**src/rtl/pc_fetch_pkg.sv**
```systemverilog
// Shared fetch-stage definitions: bus widths, zero word, state encoding.
// No timing behaviour; constants and helpers only.
package pc_fetch_pkg;

  localparam int INST_ADDR_BUS = 32;
  localparam int INST_BUS      = 32;

  localparam logic [INST_BUS-1:0]      ZERO_WORD = '0;
  localparam logic [INST_ADDR_BUS-1:0] PC_STEP   = INST_ADDR_BUS'(4);

  typedef enum logic [1:0] {
    ST_FETCH = 2'd0,
    ST_KILL  = 2'd1,
    ST_HOLD  = 2'd2
  } fetch_state_e;

  function automatic logic [INST_ADDR_BUS-1:0] word_align(input logic [INST_ADDR_BUS-1:0] a);
    return {a[INST_ADDR_BUS-1:2], 2'b00};
  endfunction

endpackage

```
**src/rtl/pc_fetch.sv**
```systemverilog
// Instruction fetch: holds pc/req_addr, issues one request per cycle, ack to if_valid_o is 1 cycle.
// stall_i freezes if_*; an ack that lands during a stall is parked in a one-entry skid buffer (HOLD).
module pc_fetch
  import pc_fetch_pkg::*;
#(
  parameter logic [INST_ADDR_BUS-1:0] RESET_PC = 32'h0000_0000
) (
  input  logic                     clk,
  input  logic                     rst,
  input  logic                     stall_i,
  input  logic                     branch_flag_i,
  input  logic [INST_ADDR_BUS-1:0] branch_target_i,
  output logic                     imem_req_o,
  output logic [INST_ADDR_BUS-1:0] imem_addr_o,
  input  logic                     imem_ack_i,
  input  logic [INST_BUS-1:0]      imem_rdata_i,
  output logic [INST_ADDR_BUS-1:0] if_pc_o,
  output logic [INST_BUS-1:0]      if_inst_o,
  output logic                     if_valid_o
);

  fetch_state_e             state;
  logic [INST_ADDR_BUS-1:0] pc;
  logic [INST_ADDR_BUS-1:0] req_addr;
  logic [INST_ADDR_BUS-1:0] skid_pc;
  logic [INST_BUS-1:0]      skid_inst;
  logic                     ack_vld;
  logic [INST_ADDR_BUS-1:0] br_target;

  assign ack_vld     = imem_ack_i && imem_req_o;
  assign br_target   = word_align(branch_target_i);
  assign imem_addr_o = req_addr;

  // The skid buffer is full exactly when state is HOLD, so no separate valid flag.
  always_ff @(posedge clk or negedge rst) begin
    if (!rst) begin
      state      <= ST_FETCH;
      pc         <= RESET_PC;
      req_addr   <= RESET_PC;
      imem_req_o <= 1'b0;
      skid_pc    <= '0;
      skid_inst  <= ZERO_WORD;
      if_pc_o    <= '0;
      if_inst_o  <= ZERO_WORD;
      if_valid_o <= 1'b0;
    end else if (branch_flag_i) begin
      pc         <= br_target;
      if_valid_o <= 1'b0;
      if_inst_o  <= ZERO_WORD;
      skid_pc    <= '0;
      skid_inst  <= ZERO_WORD;
      imem_req_o <= 1'b1;
      // A request still in flight must be drained before the new address can go out.
      if ((state == ST_FETCH && imem_req_o && !ack_vld) ||
          (state == ST_KILL && !ack_vld)) begin
        state <= ST_KILL;
      end else begin
        state    <= ST_FETCH;
        req_addr <= br_target;
      end
    end else begin
      case (state)
        ST_FETCH: begin
          imem_req_o <= 1'b1;
          if (ack_vld) begin
            pc <= req_addr + PC_STEP;
            if (stall_i) begin
              skid_pc    <= req_addr;
              skid_inst  <= imem_rdata_i;
              imem_req_o <= 1'b0;
              state      <= ST_HOLD;
            end else begin
              if_pc_o    <= req_addr;
              if_inst_o  <= imem_rdata_i;
              if_valid_o <= 1'b1;
              req_addr   <= req_addr + PC_STEP;
            end
          end else if (!stall_i) begin
            if_valid_o <= 1'b0;
            if_inst_o  <= ZERO_WORD;
          end
        end
        ST_KILL: begin
          if (ack_vld) begin
            state    <= ST_FETCH;
            req_addr <= pc;
          end
          if (!stall_i) begin
            if_valid_o <= 1'b0;
            if_inst_o  <= ZERO_WORD;
          end
        end
        ST_HOLD: begin
          if (!stall_i) begin
            if_pc_o    <= skid_pc;
            if_inst_o  <= skid_inst;
            if_valid_o <= 1'b1;
            imem_req_o <= 1'b1;
            req_addr   <= pc;
            state      <= ST_FETCH;
          end
        end
        default: begin
          state      <= ST_FETCH;
          imem_req_o <= 1'b1;
          req_addr   <= pc;
        end
      endcase
    end
  end

endmodule

```
**config.mk**
```make
export PLATFORM = sky130hd
export DESIGN_NAME = pc_fetch
export DESIGN_NICKNAME = d
export VERILOG_FILES = /design/src/rtl/pc_fetch_pkg.sv /design/src/rtl/pc_fetch.sv
export SDC_FILE = /design/constraint.sdc
export NUM_CORES = 1
export LEC_CHECK = 0
export ABC_AREA = 1
export BUFFER_PORTS_ARGS = -buffer_cell sky130_fd_sc_hd__buf_4
export CORE_MARGIN = 5
export CORE_UTILIZATION = 35
export DETAILED_ROUTE_END_ITERATION = 8
export MAX_ROUTING_LAYER = met4
export PLACE_DENSITY_LB_ADDON = 0.25
export SETUP_SLACK_MARGIN = 0.15
export SLEW_MARGIN = 30
export SYNTH_ARGS = -nofsm -noshare
export SYNTH_HDL_FRONTEND = slang
export SYNTH_SLANG_ARGS = --single-unit
```
**constraint.sdc**
```tcl
create_clock -name clk -period 2.2 [get_ports clk]
set_input_delay 0.66 -clock clk [delete_from_list [all_inputs] [get_ports clk]]
set_output_delay 0.66 -clock clk [all_outputs]
set_load 0.005 [all_outputs]
```
; ---- Word-level counts from Yosys, hierarchy flattened
; Index checks and enable logic that the tools add are counted.
[word_totals]
ff_bits = 196
inputBits = 69
out_inout_bits = 98
[op_classes]
add_sub_neg = 1
n_eq_ne = 13
muxes = 45
bitwise = 1
reduce_logical = 19
[ops]
columns = operator, n
row1 = two-way mux 32 bit, 25
row2 = case mux 32 bit (3 select lines), 2
row3 = case mux 32 bit (2 select lines), 1
row4 = adder 32 x 3 -> 32 bit (second input constant), 1
row5 = != test 3 bit (second input constant), 5
row6 = two-way mux 2 bit, 5
row7 = != test 2 bit (second input constant), 5
row8 = AND reduction 5 bit, 2
row9 = two-way mux 1 bit, 9
row10 = nonzero test 2 bit, 4
row11 = case mux 1 bit (3 select lines), 2
row12 = case mux 2 bit (3 select lines), 1
row13 = AND reduction 3 bit, 2
row14 = logical AND 1 bit, 4
row15 = != test 4 bit (second input constant), 1
row16 = AND reduction 2 bit, 2
row17 = AND reduction 4 bit, 1
row18 = nonzero test 4 bit, 1
row19 = == test 2 x 1 -> 1 bit (second input constant), 1
row20 = == test 2 bit (second input constant), 1
row21 = logical NOT 2 bit, 1
row22 = logical NOT 1 bit, 1
row23 = logical OR 1 bit, 1
row24 = inverter 1 bit, 1

; ---- Logic depth before layout (Yosys ltp)
; Gate-level depths: netlist of run 1.
[depth]
ltp_word = 6
mapped_depth = 12
depth_no_buf = 10

; ---- Worst setup path before layout of run 1
; OpenSTA, ideal clock, no wires.
[synth_path]
kind = input to register
from = in branch_flag_i
to = reg if_inst_o[10]
setup_ns = 0.121
arrival_ns = 1.678
required_time_ns = 2.079
setup_slack_ns = 0.402
cell_stages = 8
path_buffers = 3
cell_sequence = buf_4 > inv_2 > buf_2 > nand3_2 > nand2_2 > nor2_4 > buf_2 > o21ai_1
[synth_via]
elab_chain_cells = 2
elab_cells_between_ends = 5
classes_between = 2 x eq/ne / 1 x mux / 2 x reduce/logical
[synth_lines]
columns = item, line_no
row1 = from (decl), pc_fetch.sv:11  ; input logic branch_flag_i,
row2 = "!= test 4 bit (no line), or another cell as far along", --
row3 = AND reduction 3 bit (no line), --
row4 = to (signal assigned), pc_fetch.sv:74  ; if_inst_o <= imem_rdata_i;
row5 = to (signal assigned), pc_fetch.sv:96  ; if_inst_o <= skid_inst;
row6 = to (decl), pc_fetch.sv:18  ; output logic [INST_BUS-1:0] if_inst_o,
; Parallel ways exist; a longest one is shown, timed or not.
; A chain may end at the register's enable or synchronous reset.

; ---- Worst setup path after layout of run 1
[layout_path]
from = reg state[0]
to = reg req_addr[18] (netlist: imem_addr_o[18])
[layout_via]
elab_chain_cells = 6
elab_cells_between_ends = 15
classes_between = 7 x eq/ne / 2 x mux / 6 x reduce/logical
[layout_lines]
columns = item, line_no
row1 = from (decl), pc_fetch.sv:22  ; fetch_state_e state;
row2 = from (signal assigned), pc_fetch.sv:37  ; state <= ST_FETCH;
row3 = from (signal assigned), pc_fetch.sv:56  ; state <= ST_KILL;
row4 = from (signal assigned), pc_fetch.sv:58  ; state <= ST_FETCH;
row5 = logical NOT 2 bit, "pc_fetch.sv:54, pc_fetch.sv:62"
row6 = logical AND 1 bit (2 in series), pc_fetch.sv:54  ; if ((state == ST_FETCH && imem_req_o && !ack_vld) ||
row7 = logical OR 1 bit, pc_fetch.sv:54
row8 = != test 2 bit (no line), --
row9 = AND reduction 5 bit (no line), --
row10 = to (signal assigned), pc_fetch.sv:59  ; req_addr <= br_target;
row11 = to (signal assigned), pc_fetch.sv:76  ; req_addr <= req_addr + PC_STEP;
row12 = to (signal assigned), pc_fetch.sv:86  ; req_addr <= pc;
row13 = to (decl), pc_fetch.sv:24  ; logic [INST_ADDR_BUS-1:0] req_addr;
; Parallel ways exist; a longest one is shown, timed or not.

==> metrics, run 1 <==
vias per cell about 5.1; sequential element share of the synthesized area 0.4681; CP max stage delay roughly 0.4 ns; CTS Hold Bufs 0; ranking of synthesized cells by area dfrtp_1 47%, nand2_1 13%, o21ai_0 8.1%; Routed met3 length approximately 2100 um; most common cell in the netlist nand2_1; Clock Pin Slew Worst Setup and Hold Paths approximately 0.09 ns; H-tree depth 4; R2R Path End imem_addr_o[18]; Main synth FF type dfrtp_1; flop-to-flop setup slack between 0.2 and 0.3 ns; setup violators final 0; outcome completed; CORE AREA slightly below 30000 um^2; Synth Area per Inst around 7.6 um^2; Peak VDD IR ~0.73 mV; first-pass GRT wire length about 54000 um; Placer Congestion ~0.87; Final Cell Area between 10000 and 15000 um^2; metal1 wirelength roughly 15000 um; WP data arrival 2.26 ns; worst-case reg-to-reg path depth 10; Crit Path Class register to register; grt total ovfl 0; post-synthesis async set-or-reset flop share 1.000; pin count of the biggest net entering global routing 89; Hold WC Path Type input port to asynchronous set/reset pin; initial drt markers 750; Tmin final roughly 1.9 ns; Post-Syn Area about 10000 um^2; Post-DRT Antenna Nets 0; Peak Freq between 0.5 and 0.6 GHz; # fillers roughly 3100; CTS tree built; drt pass-1 iters 5; fraction of layout cells with a size suffix above 1 0.1873; final hold viol count 0; GRT Overall Usage 0.2058; Max-Slew Margin vs Limit 0.6953; CP endpoint kind register; CTS buffer count 17; Buf/Inv on CP 4; RR Startpoint state[0]; uppermost layer routed met4; RSZ-0062 raised after global routing yes; synthesis-to-layout area growth 23.64%; Yosys top cell by area dfrtp_1; Die W approximately 180 um; final routed DRC violation total 0; initial antenna violation count 2; Netlist cell types 40; Max Buffers Root-to-Sink 2; Synthesized Nets 1449; overall routed net length about 33000 um; nets approximately 1600; Synth top cells by count 368 x nand2_1, 196 x dfrtp_1, 169 x o21ai_0, 119 x nand3_1, 117 x nor2_1; Leakage between 6 and 7 nW; CTS sink count 196; Starting Density 0.3535; worst-margin pin slew around 0.46 ns; Pins Over Slew Limit 0; CP max-delay cell dfrtp_1; DP HPWL between 20000 and 25000 um; #FFs+latches synth roughly 200; Fin Clk Skew between 0.015 and 0.02 ns; vias in the first global route around 10000; chip height 183.0 um; Cells after Synth roughly 1400; WL per Instance 17.30 um; worst-path cell chain inv_1 > ha_4 > inv_2 > buf_4 > a21oi_4 > nand2_2 > nand3b_4 > buf_12 > nor2_1 > a21boi_0; Post-synth EDFFs 0; clock root buffer clkbuf_16; area post-placement around 12000 um^2; I/O Buffers ~160; max cap viols 0; CP delay by family, top buffers and inverters; CP startpoint kind register; cell row count 63; PD cells roughly 1300 nW/um^2; aggregate negative setup slack 0 ns; CP Data Required Time ~2.6 ns; IO Pins about 170; full die area ~33000 um^2; clk_lat worst skew roughly 0.45 ns; metal2 WL 15770 um; Synth top area share 0.4681; Synth warnings 0; Tcrit/Tclk final 0.8661; total number of vias slightly below 10000; Crit Path Max Fanout 17
-- what timing repair did --
item,4_1_cts,5_1_grt
setup endpoints to repair,14,68
pin swaps,1,1
cloned,1,0
buffers inserted,0,2
gates resized for setup,1,3
-- worst max path at each step --
stage	from	end	slack [ns]	cells after the start
global placement	imem_ack_i	pc[17]	0.13	8
finish	state[0]	imem_addr_o[18]	0.29	10
detailed placement	state[0]	if_inst_o[29]	0.03	9
global route	state[0]	if_inst_o[29]	0.13	9
floorplan	branch_flag_i	if_inst_o[10]	0.40	8
CTS	state[0]	if_inst_o[29]	0.13	9
-- metrics by stage --
step	hold slack (ns)	power (mW)	worst slack, ns	utilization	cells
after floorplan	0.3644	10.69	0.4015	-	1376
after global placement	0.4625	13.90	0.1277	0.4149	1893
after detailed placement	0.4701	14.08	0.02578	0.4149	1893
after CTS	0.09360	17.38	0.1260	0.4359	1926
after global routing	0.09922	18.71	0.1279	0.4371	1930
final	0.1019	17.29	0.2946	0.4371	1930
-- cell type report --
type | count | area (um^2) | share of cell area
flip-flops and latches | 196 | 4905 | 0.3786
multi-input cells | 989 | 4748 | 0.3665
well taps | 390 | 488.0 | 0.03767
inverters | 104 | 392.9 | 0.03033
repair buffers | 217 | 1802 | 0.1391
clock inverters | 14 | 175.2 | 0.01352
clock buffers | 18 | 439.2 | 0.03390
diodes | 2 | 5.005 | 0.0003863
-- where the power goes --
| part | leakage (nW) | switching [mW] | total, mW | internal (mW) |
|---|---|---|---|---|
| registers | 2.47 | 1.03 | 5.86 | 4.84 |
| clock network | 0.299 | 1.67 | 3.25 | 1.58 |
| logic | 3.37 | 4.80 | 8.17 | 3.38 |
| total | 6.14 | 7.49 | 17.3 | 9.80 |
-- state kept, by name, indices dropped and copies added (netlist names) --
register,count
if_inst_o,32
if_pc_o,32
imem_addr_o,32
pc,32
skid_inst,32
skid_pc,32
state,2
if_valid_o,1
imem_req_o,1
-- placed cells by master, fill, tap and decap left out, types with 17 or more instances in the layout --
cell / count
a21oi_1: 36
a31oi_1: 41
buf_4: 202
clkbuf_16: 17
dfrtp_1: 196
inv_1: 95
nand2_1: 368
nand3_1: 119
nor2_1: 116
o21ai_0: 169
o21ai_1: 52
-- kinds of logic after synthesis --
logic type | synth area share
simple gates | 0.2447
compound gates | 0.1902
flops | 0.4681
buf+inv | 0.08120
xor+xnor | 0.01003
fa+ha+maj | 0.004777
mux | 0.0009554
-- routing by layer --
| layer | vias up | track usage |
|---|---|---|
| met5 | - | - |
| met4 | 0 | 0.04917 |
| met3 | 34 | 0.04522 |
| met2 | 277 | 0.3283 |
| met1 | 4768 | 0.2693 |
| li1 | 4842 | - |
Power figures use the tool's default switching activity.
==> run 2, diff against run 1 <==
Settings changed: PLACE_DENSITY from default to 0.56, PLACE_DENSITY_LB_ADDON 0.25 to default.
==> metrics, run 2 (synthesis gave the netlist of run 1 again) <==
Sw Pwr 7.459 mW (-0.41%); Placer Congestion 0.8537 (-1.9%); cell row count 63 (unchanged); Flop pwr share 0.338 (about the same); Final Cell Area 12980 um^2 (+0.20%); aggregate negative setup slack 0 ns (unchanged); CTS tree built; H-tree depth 4 (unchanged); full die area 33500 um^2 (unchanged); drt pass-1 iters 7 (+2); clk_lat worst skew 0.44 ns (about the same); Hold WC Path Type input port to asynchronous set/reset pin; Routed met3 length 2279 um (+11%); Placed Cells 1898 (+0.26%); worst-case reg-to-reg path depth 10 (unchanged); final hold viol count 0 (unchanged); outcome completed; Crit Path Max Fanout 34 (+17); Tcrit/Tclk final 0.8659 (about the same); Leakage 6.159 nW (+0.39%); Die W 183.0 um (unchanged); RR Startpoint state[0]; flop-to-flop setup slack 0.30 ns (about the same); final hold slack 0.1853 ns (+0.08340 ns); RSZ-0062 raised after global routing no; grt total ovfl 0 (unchanged); Internal Power 9.866 mW (+0.69%); footprint of the multi-input gates 4750 um^2 (about the same); setup violators final 0 (unchanged); IO Pins 167 (unchanged); chip height 183.0 um (unchanged); WP data arrival 2.26 ns (about the same); final routed DRC violation total 0 (unchanged); fraction of layout cells with a size suffix above 1 0.1907 (+0.003405); worst-margin pin slew 0.5550 ns (+0.09962 ns); vias per cell 5.088 (-1.0%); CP startpoint kind register; commonest non-fill, non-tap cell in the layout nand2_1; CP endpoint kind register; CTS sink count 196 (unchanged); Pins Over Slew Limit 0 (unchanged); Starting Density 0.3535 (unchanged); Peak Freq 0.5249 GHz (about the same); GRT Overall Usage 0.2068 (+0.001080); area post-placement 12310 um^2 (+0.10%); Clock Pin Slew Worst Setup and Hold Paths 0.09 ns (about the same); CORE AREA 29640 um^2 (unchanged); Register Area 4905 um^2 (unchanged); Peak VDD IR 1.069 mV (+47%); nets 1603 (+0.31%); max cap viols 0 (unchanged); first-pass GRT wire length 54170 um (about the same); overall routed net length 33420 um (about the same); WL per Instance 17.29 um (about the same); Finished Layout Cells 1933 (+0.16%); I/O Buffers 164 (unchanged); initial antenna violation count 1 (-1); vias in the first global route 9826 (-1.3%); CTS buffer count 17 (unchanged); DP HPWL 22420 um (+0.35%); total number of vias 9836 (-0.86%); Tmin final 1.905 ns (-0.0004460 ns); Crit Path Class register to register; uppermost layer routed met4; Sw Ratio 0.4305 (-0.002688); R2R Path End skid_pc[31]; Fin Clk Skew 0.01523 ns (-0.003650 ns); pin count of the biggest net entering global routing 89 (unchanged); metal1 wirelength 15200 um (+0.37%); Max Buffers Root-to-Sink 2 (unchanged); CTS Hold Bufs 0 (unchanged); Final Power 17.33 mW (+0.22%); Post-DRT Antenna Nets 0 (unchanged); metal2 WL 15520 um (-1.6%); Max-Slew Margin vs Limit 0.6300 (-0.06529); clock root buffer clkbuf_16; initial drt markers 868 (+16%); PD cells 1335 nW/um^2 (about the same); CP Data Required Time 2.56 ns (about the same); most frequent cells in the layout 368 x nand2_1, 209 x buf_4, 196 x dfrtp_1; Comb pwr share 0.473 (about the same); synthesis-to-layout area growth 23.90%; # fillers 3030 (-1.3%); power share of the clock group 0.189 (about the same)
run 2: layout make-up:
| class | count | share of cell area |
|---|---|---|
| flip-flops and latches | 196 | 0.3778 |
| multi-input cells | 988 | 0.3659 |
| repair buffers | 223 | 0.1413 |
| well taps | 390 | 0.03759 |
| clock buffers | 17 | 0.03277 |
| inverters | 104 | 0.03027 |
| clock inverters | 14 | 0.01417 |
| diodes | 1 | 0.0001928 |
run 2: power groups by stage:
stage,sequential [mW],combinational [mW],clock (mW)
after floorplan,5.72,4.97,0
after CTS,5.86,8.22,3.34
after detailed placement,5.92,8.11,0
after global routing,6.04,9.26,3.50
final,5.86,8.19,3.27
after global placement,5.90,8.01,0
run 2: metrics by stage:
stage / setup slack [ns] / utilization
6_report: 0.2950 / 0.4380
5_1_grt: 0.1581 / 0.4380
4_1_cts: 0.1986 / 0.4371
3_5_place_dp: 0.04188 / 0.4153
3_3_place_gp: 0.06388 / 0.4153
2_1_floorplan: 0.4015 / -
run 2: worst max-delay path, cell delays in order (launching register included):
cell     delay [ns]
dfrtp_1        0.40
inv_1          0.13
ha_4           0.21
inv_2          0.12
nor2_2         0.11
nand2_1        0.13
nor2_8         0.13
buf_4          0.18
inv_2          0.05
buf_12         0.17
o21ai_0        0.17
run 2: repair_timing:
action                                  4_1_cts  5_1_grt
setup buffers                                 3        0
endpoints found under the setup margin       47       44
pin swaps                                     1        0
gates resized for setup                       1        7
run 2: routing by layer:
| layer | up-vias | global-route usage |
|---|---|---|
| li1 | 4853 | - |
| met1 | 4693 | 0.2745 |
| met2 | 264 | 0.3273 |
| met3 | 26 | 0.04701 |
| met4 | 0 | 0.04350 |
| met5 | - | - |
run 2: how the worst max path moves through the flow:
stage	to	slack [ns]	start
3_3_place_gp	if_inst_o[8]	0.06	state[0]
6_report	skid_pc[31]	0.30	state[0]
5_1_grt	skid_inst[26]	0.16	state[0]
2_1_floorplan	if_inst_o[10]	0.40	branch_flag_i
3_5_place_dp	if_inst_o[15]	0.04	state[0]
4_1_cts	pc[21]	0.20	state[0]
